==> src/rtl/apb_gpio_debounce_if.sv <==
// APB bus bundle for the GPIO/debounce peripheral.
// The master drives the request side; the slave returns read data and status.
interface apb_gpio_debounce_if;
  logic        PSEL;
  logic        PENABLE;
  logic        PWRITE;
  logic [7:0]  PADDR;
  logic [31:0] PWDATA;
  logic [31:0] PRDATA;
  logic        PREADY;
  logic        PSLVERR;

  modport master (
    output PSEL, PENABLE, PWRITE, PADDR, PWDATA,
    input  PRDATA, PREADY, PSLVERR
  );

  modport slave (
    input  PSEL, PENABLE, PWRITE, PADDR, PWDATA,
    output PRDATA, PREADY, PSLVERR
  );
endinterface

==> src/rtl/apb_gpio_debounce.sv <==
// APB GPIO with per-channel synchroniser, debounce filter and edge/level interrupts.
// Zero-wait-state slave; interrupt status is write-1-to-clear with set priority.
module apb_gpio_debounce #(
  parameter int IO_NUM      = 8,
  parameter int SYNC_STAGES = 2,
  parameter int DEBOUNCE_W  = 8,
  parameter logic [DEBOUNCE_W-1:0] DEBOUNCE_RST = '0
) (
  input  logic                PCLK,
  input  logic                PRESET,
  apb_gpio_debounce_if.slave  apb,
  input  logic [IO_NUM-1:0]   GPIO_IN,
  output logic [IO_NUM-1:0]   GPIO_OUT,
  output logic [IO_NUM-1:0]   GPIO_OE,
  output logic [IO_NUM-1:0]   INT,
  output logic                INT_OR
);

  localparam int TW = 2 * IO_NUM;

  logic [IO_NUM-1:0]     out_reg;
  logic [IO_NUM-1:0]     oe_reg;
  logic [IO_NUM-1:0]     int_en_reg;
  logic [IO_NUM-1:0]     int_stat_reg;
  logic [IO_NUM-1:0]     int_stat_next;
  logic                  int_or_reg;
  logic [TW-1:0]         type_reg;
  logic [DEBOUNCE_W-1:0] deb_reg;

  logic [IO_NUM-1:0]     d_vec;
  logic [IO_NUM-1:0]     d_prev_reg;
  logic [IO_NUM-1:0]     event_reg;
  logic [IO_NUM-1:0]     event_next;

  logic [5:0]            widx;
  logic                  mapped;
  logic                  wr_en;
  logic [IO_NUM-1:0]     wdata_io;
  logic [IO_NUM-1:0]     w1c;
  logic [63:0]           type_ext;
  logic [63:0]           type_wr;
  logic [31:0]           rdata;
  logic [DEBOUNCE_W:0]   thr;
  logic                  unused;

  assign widx     = apb.PADDR[7:2];
  assign mapped   = (widx <= 6'd9);
  assign wr_en    = apb.PSEL & apb.PENABLE & apb.PWRITE;
  assign wdata_io = apb.PWDATA[IO_NUM-1:0];
  assign type_ext = 64'(type_reg);
  assign unused   = &{1'b0, apb.PADDR[1:0]};

  // A threshold of 0 behaves like 1 so the filter never stalls.
  assign thr = (deb_reg == '0) ? (DEBOUNCE_W+1)'(1) : {1'b0, deb_reg};

  always_comb begin
    type_wr = type_ext;
    if (widx == 6'd4) type_wr[31:0]  = apb.PWDATA;
    if (widx == 6'd5) type_wr[63:32] = apb.PWDATA;
  end

  always_comb begin
    rdata = '0;
    case (widx)
      6'd0: rdata = 32'(d_vec);
      6'd1: rdata = 32'(out_reg);
      6'd2: rdata = 32'(oe_reg);
      6'd3: rdata = 32'(int_en_reg);
      6'd4: rdata = type_ext[31:0];
      6'd5: rdata = type_ext[63:32];
      6'd6: rdata = 32'(int_stat_reg);
      6'd7: rdata = 32'(deb_reg);
      default: rdata = '0;
    endcase
  end

  assign apb.PRDATA  = apb.PSEL ? rdata : '0;
  assign apb.PREADY  = 1'b1;
  assign apb.PSLVERR = apb.PSEL & apb.PENABLE & ~mapped;

  always_ff @(posedge PCLK) begin
    if (PRESET) begin
      out_reg    <= '0;
      oe_reg     <= '0;
      int_en_reg <= '0;
      type_reg   <= '0;
      deb_reg    <= DEBOUNCE_RST;
    end else if (wr_en) begin
      case (widx)
        6'd1: out_reg    <= wdata_io;
        6'd2: oe_reg     <= wdata_io;
        6'd3: int_en_reg <= wdata_io;
        6'd4, 6'd5: type_reg <= type_wr[TW-1:0];
        6'd7: deb_reg    <= apb.PWDATA[DEBOUNCE_W-1:0];
        6'd8: out_reg    <= out_reg | wdata_io;
        6'd9: out_reg    <= out_reg & ~wdata_io;
        default: ;
      endcase
    end
  end

  // New events take priority over a simultaneous write-1-to-clear.
  assign w1c           = (wr_en && widx == 6'd6) ? wdata_io : '0;
  assign int_stat_next = (int_stat_reg & ~w1c) | (event_reg & int_en_reg);

  always_ff @(posedge PCLK) begin
    if (PRESET) begin
      int_stat_reg <= '0;
      int_or_reg   <= 1'b0;
      d_prev_reg   <= '0;
      event_reg    <= '0;
    end else begin
      int_stat_reg <= int_stat_next;
      int_or_reg   <= |int_stat_next;
      d_prev_reg   <= d_vec;
      event_reg    <= event_next;
    end
  end

  generate
    for (genvar gi = 0; gi < IO_NUM; gi++) begin : g_ch
      logic [SYNC_STAGES-1:0] sync_reg;
      logic [DEBOUNCE_W-1:0]  cnt_reg;
      logic [DEBOUNCE_W:0]    cnt_inc;
      logic                   d_reg;
      logic                   s;
      logic                   ev;

      assign s       = sync_reg[SYNC_STAGES-1];
      assign cnt_inc = {1'b0, cnt_reg} + (DEBOUNCE_W+1)'(1);

      always_ff @(posedge PCLK) begin
        if (PRESET) begin
          sync_reg <= '0;
          cnt_reg  <= '0;
          d_reg    <= 1'b0;
        end else begin
          sync_reg <= {sync_reg[SYNC_STAGES-2:0], GPIO_IN[gi]};
          if (s == d_reg) begin
            cnt_reg <= '0;
          end else if (cnt_inc >= thr) begin
            d_reg   <= s;
            cnt_reg <= '0;
          end else begin
            cnt_reg <= cnt_inc[DEBOUNCE_W-1:0];
          end
        end
      end

      always_comb begin
        ev = 1'b0;
        case (type_reg[2*gi +: 2])
          2'b00: ev = d_reg & ~d_prev_reg[gi];
          2'b01: ev = ~d_reg & d_prev_reg[gi];
          2'b10: ev = d_reg ^ d_prev_reg[gi];
          2'b11: ev = d_reg;
          default: ev = 1'b0;
        endcase
      end

      assign d_vec[gi]      = d_reg;
      assign event_next[gi] = ev;
    end
  endgenerate

  assign GPIO_OUT = out_reg;
  assign GPIO_OE  = oe_reg;
  assign INT      = int_stat_reg;
  assign INT_OR   = int_or_reg;

endmodule

==> src/flat_wrapper.sv <==
// flat-port wrapper written by rule: the top's interface ports become plain ports
module apb_gpio_debounce_flat 
#(
  parameter int IO_NUM      = 8,
  parameter int SYNC_STAGES = 2,
  parameter int DEBOUNCE_W  = 8,
  parameter logic [DEBOUNCE_W-1:0] DEBOUNCE_RST = '0
)
  (PCLK, PRESET, GPIO_IN, GPIO_OUT, GPIO_OE, INT, INT_OR, apb_PSEL, apb_PENABLE, apb_PWRITE, apb_PADDR, apb_PWDATA, apb_PRDATA, apb_PREADY, apb_PSLVERR);
  apb_gpio_debounce_if apb_i ();
  input  logic PCLK;
  input  logic PRESET;
  input  logic [IO_NUM-1:0] GPIO_IN;
  output logic [IO_NUM-1:0] GPIO_OUT;
  output logic [IO_NUM-1:0] GPIO_OE;
  output logic [IO_NUM-1:0] INT;
  output logic INT_OR;
  input wire logic [$bits(apb_i.PSEL)-1:0] apb_PSEL;
  input wire logic [$bits(apb_i.PENABLE)-1:0] apb_PENABLE;
  input wire logic [$bits(apb_i.PWRITE)-1:0] apb_PWRITE;
  input wire logic [$bits(apb_i.PADDR)-1:0] apb_PADDR;
  input wire logic [$bits(apb_i.PWDATA)-1:0] apb_PWDATA;
  output wire logic [$bits(apb_i.PRDATA)-1:0] apb_PRDATA;
  output wire logic [$bits(apb_i.PREADY)-1:0] apb_PREADY;
  output wire logic [$bits(apb_i.PSLVERR)-1:0] apb_PSLVERR;
  assign apb_i.PSEL = apb_PSEL;
  assign apb_i.PENABLE = apb_PENABLE;
  assign apb_i.PWRITE = apb_PWRITE;
  assign apb_i.PADDR = apb_PADDR;
  assign apb_i.PWDATA = apb_PWDATA;
  assign apb_PRDATA = apb_i.PRDATA;
  assign apb_PREADY = apb_i.PREADY;
  assign apb_PSLVERR = apb_i.PSLVERR;
  apb_gpio_debounce #(.IO_NUM(IO_NUM), .SYNC_STAGES(SYNC_STAGES), .DEBOUNCE_W(DEBOUNCE_W), .DEBOUNCE_RST(DEBOUNCE_RST)) u_core (.PCLK(PCLK), .PRESET(PRESET), .apb(apb_i), .GPIO_IN(GPIO_IN), .GPIO_OUT(GPIO_OUT), .GPIO_OE(GPIO_OE), .INT(INT), .INT_OR(INT_OR));
endmodule
==> config.mk <==
export PLATFORM = sky130hd
export DESIGN_NAME = apb_gpio_debounce_flat
export DESIGN_NICKNAME = d
export VERILOG_FILES = /design/src/rtl/apb_gpio_debounce_if.sv /design/src/rtl/apb_gpio_debounce.sv /design/src/flat_wrapper.sv
export SDC_FILE = /design/constraint.sdc
export NUM_CORES = 1
export LEC_CHECK = 0
export ABC_AREA = 1
export CORE_ASPECT_RATIO = 1.2
export CORE_MARGIN = 8
export CORE_UTILIZATION = 44
export CTS_CLUSTER_DIAMETER = 120
export DETAILED_ROUTE_END_ITERATION = 10
export DONT_BUFFER_PORTS = 1
export PLACE_DENSITY = 0.64
export SYNTH_ARGS = -nofsm -noshare
export SYNTH_HDL_FRONTEND = slang
export SYNTH_SLANG_ARGS = --single-unit
==> constraint.sdc <==
create_clock -name PCLK -period 4.9 [get_ports PCLK]
set_clock_uncertainty 0.2 [all_clocks]
set_input_delay 0 -clock PCLK [delete_from_list [all_inputs] [get_ports PCLK]]
set_output_delay 0 -clock PCLK [all_outputs]
set_load 0.01 [all_outputs]
==> results.txt <==
* Most instantiated flip-flop cell in the synthesis netlist: sky130_fd_sc_hd__dfxtp_1
- Clock sink count: 161
- Gate power share: 0.048
- GRT Resource Usage Total: 0.178
* Area Overhead vs Synth: 14.9%
- Cell area power density: 267 nW/um^2
- Dominant delay contributor by cell family on the critical path: buffers and inverters
- Final setup violating endpoints: 0
- In the global route stage, met1 resource usage came out at 0.199.
- Leakage power: 4.28 nW
- Of the total synthesized cell area, the portion taken by XOR and XNOR cells is 0.0409.
* Ys Warns: 0
- The region available for standard cell placement spans 19,500 um^2.
- Max-cap violations: 0
- Summed over all nets, the switching power comes to 0.659 mW.
- Yosys cell types: 36
- In the post-synthesis netlist, the biggest area contributors are sky130_fd_sc_hd__dfxtp_1 (37%), sky130_fd_sc_hd__ha_1 (13%), sky130_fd_sc_hd__inv_1 (8.3%), sky130_fd_sc_hd__nor2_1 (7.6%), sky130_fd_sc_hd__nand2_1 (7.0%).
- Most common library cell in the layout ignoring fill and taps: sky130_fd_sc_hd__inv_1
- Area fraction in compound gates after synthesis: 0.122
* Number of buffers added by the clock tree synthesis step: 17
- For this run, design rule violations remaining after detail routing come to 0.
- PortBufs: 0
* Proportion of power drawn by flip-flops and latches: 0.493
- By instance count, the cell type seen most on the critical path is sky130_fd_sc_hd__dlygate4sd3_1.
* Antenna violations before repair: 0
- For met3 alone, demand over resource in global routing was 0.0431.
- STA classifies the critical path endpoint as a flip-flop.
- In the global route stage, met2 resource usage came out at 0.323.
* Post-synthesis adder-cell area fraction: 0.125
- Placer Congestion: 0.833
- Max Clk Rate: 261 MHz
- Initial Util: 0.449
* CTS Root Buffer Type: sky130_fd_sc_hd__clkbuf_16
- Number of vias after detailed routing: 7,584
- The first detailed-routing pass took 5 iterations.
- Setup slack of the critical path after layout: 1.07 ns
- Of the total power, the share spent switching nets is 0.244.
* Portion of netlist area occupied by mux cells: 0
* Startpoint-to-endpoint class of the critical path: input port to flip-flop
* Count of nets left with antenna violations after detail routing: 0
* Count of state elements after synthesis: 161
- On the critical path, the stage with the largest delay is an instance of sky130_fd_sc_hd__dlygate4sd3_1.
* Max reg flops: 64
* Crit path required time: 5.00 ns
* Post-layout net count: 1,390
* Synth area leader: sky130_fd_sc_hd__dfxtp_1
* Clock share of power: 0.459
* Number of cell rows: 56
- Fin util: 0.516
* Startpoint kind of the worst setup timing path: input port
- In this run the deepest clock path goes through 2 buffers.
- Vias per Instance: 4.98
* Share of synthesized registers carrying an async set or reset: 0
- The layer flagged by global routing as most heavily used is met2.
- Cells along the critical path: dlygate4sd3_1, nand2_4, dlygate4sd3_1, nor2_8, dlygate4sd3_1, nand4_1, dlygate4sd3_1, nand2_1, nand2_1, nor2_1, nand2_1, nor2_1, dlygate4sd3_1, nor2_1
- Share of the clock period used by the worst path after layout: 0.782
- Synthesized instance count: 1,193
* Total standard cell area after synthesis: 8780 um^2
* Area used by multi-input combinational logic: 4600 um^2
- The number of setup buffers added after CTS is 0.
- Along the worst path, the maximum fanout reaches 12.
* Dominant combinational cell family by area after synthesis: simple AND/OR/NAND/NOR gates
- Horizontal die dimension: 145 um
* Clock input transition at the sequential cells of the worst setup and hold paths: 0.07 ns
* Proportion of synthesized chip area in sequential cells: 0.367
- Internal Pwr Total: 2.04 mW
- Sequential cell area: 3220 um^2
- The number of slew-limit violations in the final report is 0.
* Simple-gate area share of the yosys netlist: 0.228
* Average wire per standard cell: 14.5 um
- At the pin with the least slew margin, the transition time is 0.859 ns.
- Area of the die: 24,700 um^2
* Top cell type's share of synthesized area: 0.367
- The die is 171 um tall.
* Post-synthesis average cell area: 7.36 um^2
* Clock latency of the later-clocked register in the worst-skew pair: 0.42 ns
- Sum of net half-perimeters after detailed placement: 15,000 um
- The final layout contains routed wiring with a total length of 22,100 um.
- Headroom to the max-slew limit came out at 0.413.
- Fill cells in the final layout number 1,859.
- Largest net degree at the start of global routing: 51
- Count of routing violations after the opening detailed-route iteration: 426
- Result of the run: completed
- Critical path's largest stage delay: 0.70 ns
- 0 antenna diodes ended up in the layout.
- Peak VDD IR: 0.209 mV
- In the final layout, the share of cells above drive strength 1 is 0.0468.
* Data arrival time of the worst path: 3.93 ns
* # H-tree levels: 4
* CTS tree: done
* Clock period minus worst slack: 3.83 ns
- Prior to clock tree synthesis, the placed netlist has a worst setup slack of 1.95 ns.
* Number of enable-type register cells in the synthesized netlist: 0
- Number of hold-slack violations in the final timing report: 0
- Total negative slack: 0 ns
- Ports placed on the boundary: 112
- Together, buffers and inverters on the worst path number 5.
- The first global-routing pass estimated 35,900 um of wire.
* Unrepaired setup endpoints after global routing: no
- The tightest min-delay check is of the input port to flip-flop type.
* Number of global-route vias before repair: 7,261
- GR Overflow Total: 0
* Top library cells by usage in the layout, fill and taps aside: sky130_fd_sc_hd__inv_1 (193), sky130_fd_sc_hd__nor2_1 (178), sky130_fd_sc_hd__nand2_1 (164)
cells in the mapped netlist (2+ instances only):
cell type                  number
sky130_fd_sc_hd__clkbuf_1      11
sky130_fd_sc_hd__buf_4         19
sky130_fd_sc_hd__conb_1         2
sky130_fd_sc_hd__nand3_1       69
sky130_fd_sc_hd__o21ai_0       47
sky130_fd_sc_hd__xnor2_1        2
sky130_fd_sc_hd__xor2_1        39
sky130_fd_sc_hd__buf_6          5
sky130_fd_sc_hd__a31oi_1       16
sky130_fd_sc_hd__dfxtp_1      161
sky130_fd_sc_hd__inv_2          6
sky130_fd_sc_hd__nand2_2        3
sky130_fd_sc_hd__nand2_4        3
sky130_fd_sc_hd__nand4_1       15
sky130_fd_sc_hd__o22ai_1        3
sky130_fd_sc_hd__nand4_4        2
sky130_fd_sc_hd__a21oi_1      103
sky130_fd_sc_hd__nor3_1        13
sky130_fd_sc_hd__inv_1        193
sky130_fd_sc_hd__nand2_1      164
sky130_fd_sc_hd__ha_1          88
sky130_fd_sc_hd__nor2_8         2
sky130_fd_sc_hd__nor2_4         4
sky130_fd_sc_hd__buf_2          5
sky130_fd_sc_hd__nor2_1       178
sky130_fd_sc_hd__o21ai_1       30
worst min-delay path: stages:
cell	delay, ns
sky130_fd_sc_hd__dlygate4sd3_1	0.54
sky130_fd_sc_hd__inv_1	0.05
sky130_fd_sc_hd__nor2_1	0.03
cell type report:
cell class,instances,share of cell area
clock buffer,19,0.0439
timing repair buffer,63,0.0635
clock inverter,13,0.0102
tap,261,0.0324
sequential,161,0.320
multi-input combinational,807,0.456
inverter,199,0.0741
layer usage:
layer / up-vias / part of all wire
li1: 3921 / -
met1: 3440 / 0.43
met2: 188 / 0.49
met3: 35 / 0.055
met4: 0 / 0.019
met5: - / 0
per-stage QoR:
step | cell area, um^2 | hold slack, ns | power [mW] | std cells
2_1_floorplan | 8830 | -0.0930 | 1.44 | 1208
3_3_place_gp | 8920 | -0.122 | 1.44 | 1431
3_5_place_dp | 8920 | -0.121 | 1.44 | 1431
4_1_cts | 10100 | 0.0199 | 2.72 | 1523
5_1_grt | 10100 | 0.0296 | 2.79 | 1523
6_report | 10100 | 0.0395 | 2.70 | 1523
cell families (layout without fill, tap and decap cells):
| kind of cell | count (synthesis) | in the layout |
|---|---|---|
| simple gates | 456 | 456 |
| buf+inv | 240 | 294 |
| compound gates | 205 | 205 |
| flops | 161 | 161 |
| fa+ha+maj | 88 | 88 |
| xor+xnor | 41 | 41 |
| other cells | 2 | 17 |
power groups by stage:
stage               Sequential (mW)  Combinational [mW]  Clock (mW)
floorplan                      1.36              0.0809           0
global placement               1.36              0.0787           0
detailed placement             1.36              0.0800           0
CTS                            1.33               0.126        1.26
global route                   1.33               0.142        1.32
finish                         1.33               0.128        1.24
final timing paths:
check | start | endpoint | slack (ns) | cells past startpoint
max | apb_PADDR[4] | u_core.INT_OR$_SDFF_PP0_ | 1.07 | 14
min | GPIO_IN[6] | u_core.g_ch[6].sync_reg[0]$_SDFF_PP0_ | 0.04 | 3
max reg2reg | u_core.deb_reg[1]$_SDFFE_PP0P_ | u_core.g_ch[3].cnt_reg[2]$_SDFF_PP0_ | 2.03 | 12
min reg2reg | u_core.g_ch[2].sync_reg[0]$_SDFF_PP0_ | u_core.g_ch[2].sync_reg[1]$_SDFF_PP0_ | 0.20 | 2
repair_timing:
| action | in CTS | in global routing |
|---|---|---|
| endpoints found under the hold margin | 92 | 0 |
| hold buffers | 60 | 0 |
| gates resized for setup | 0 | 0 |
Power figures use the tool's default switching activity.
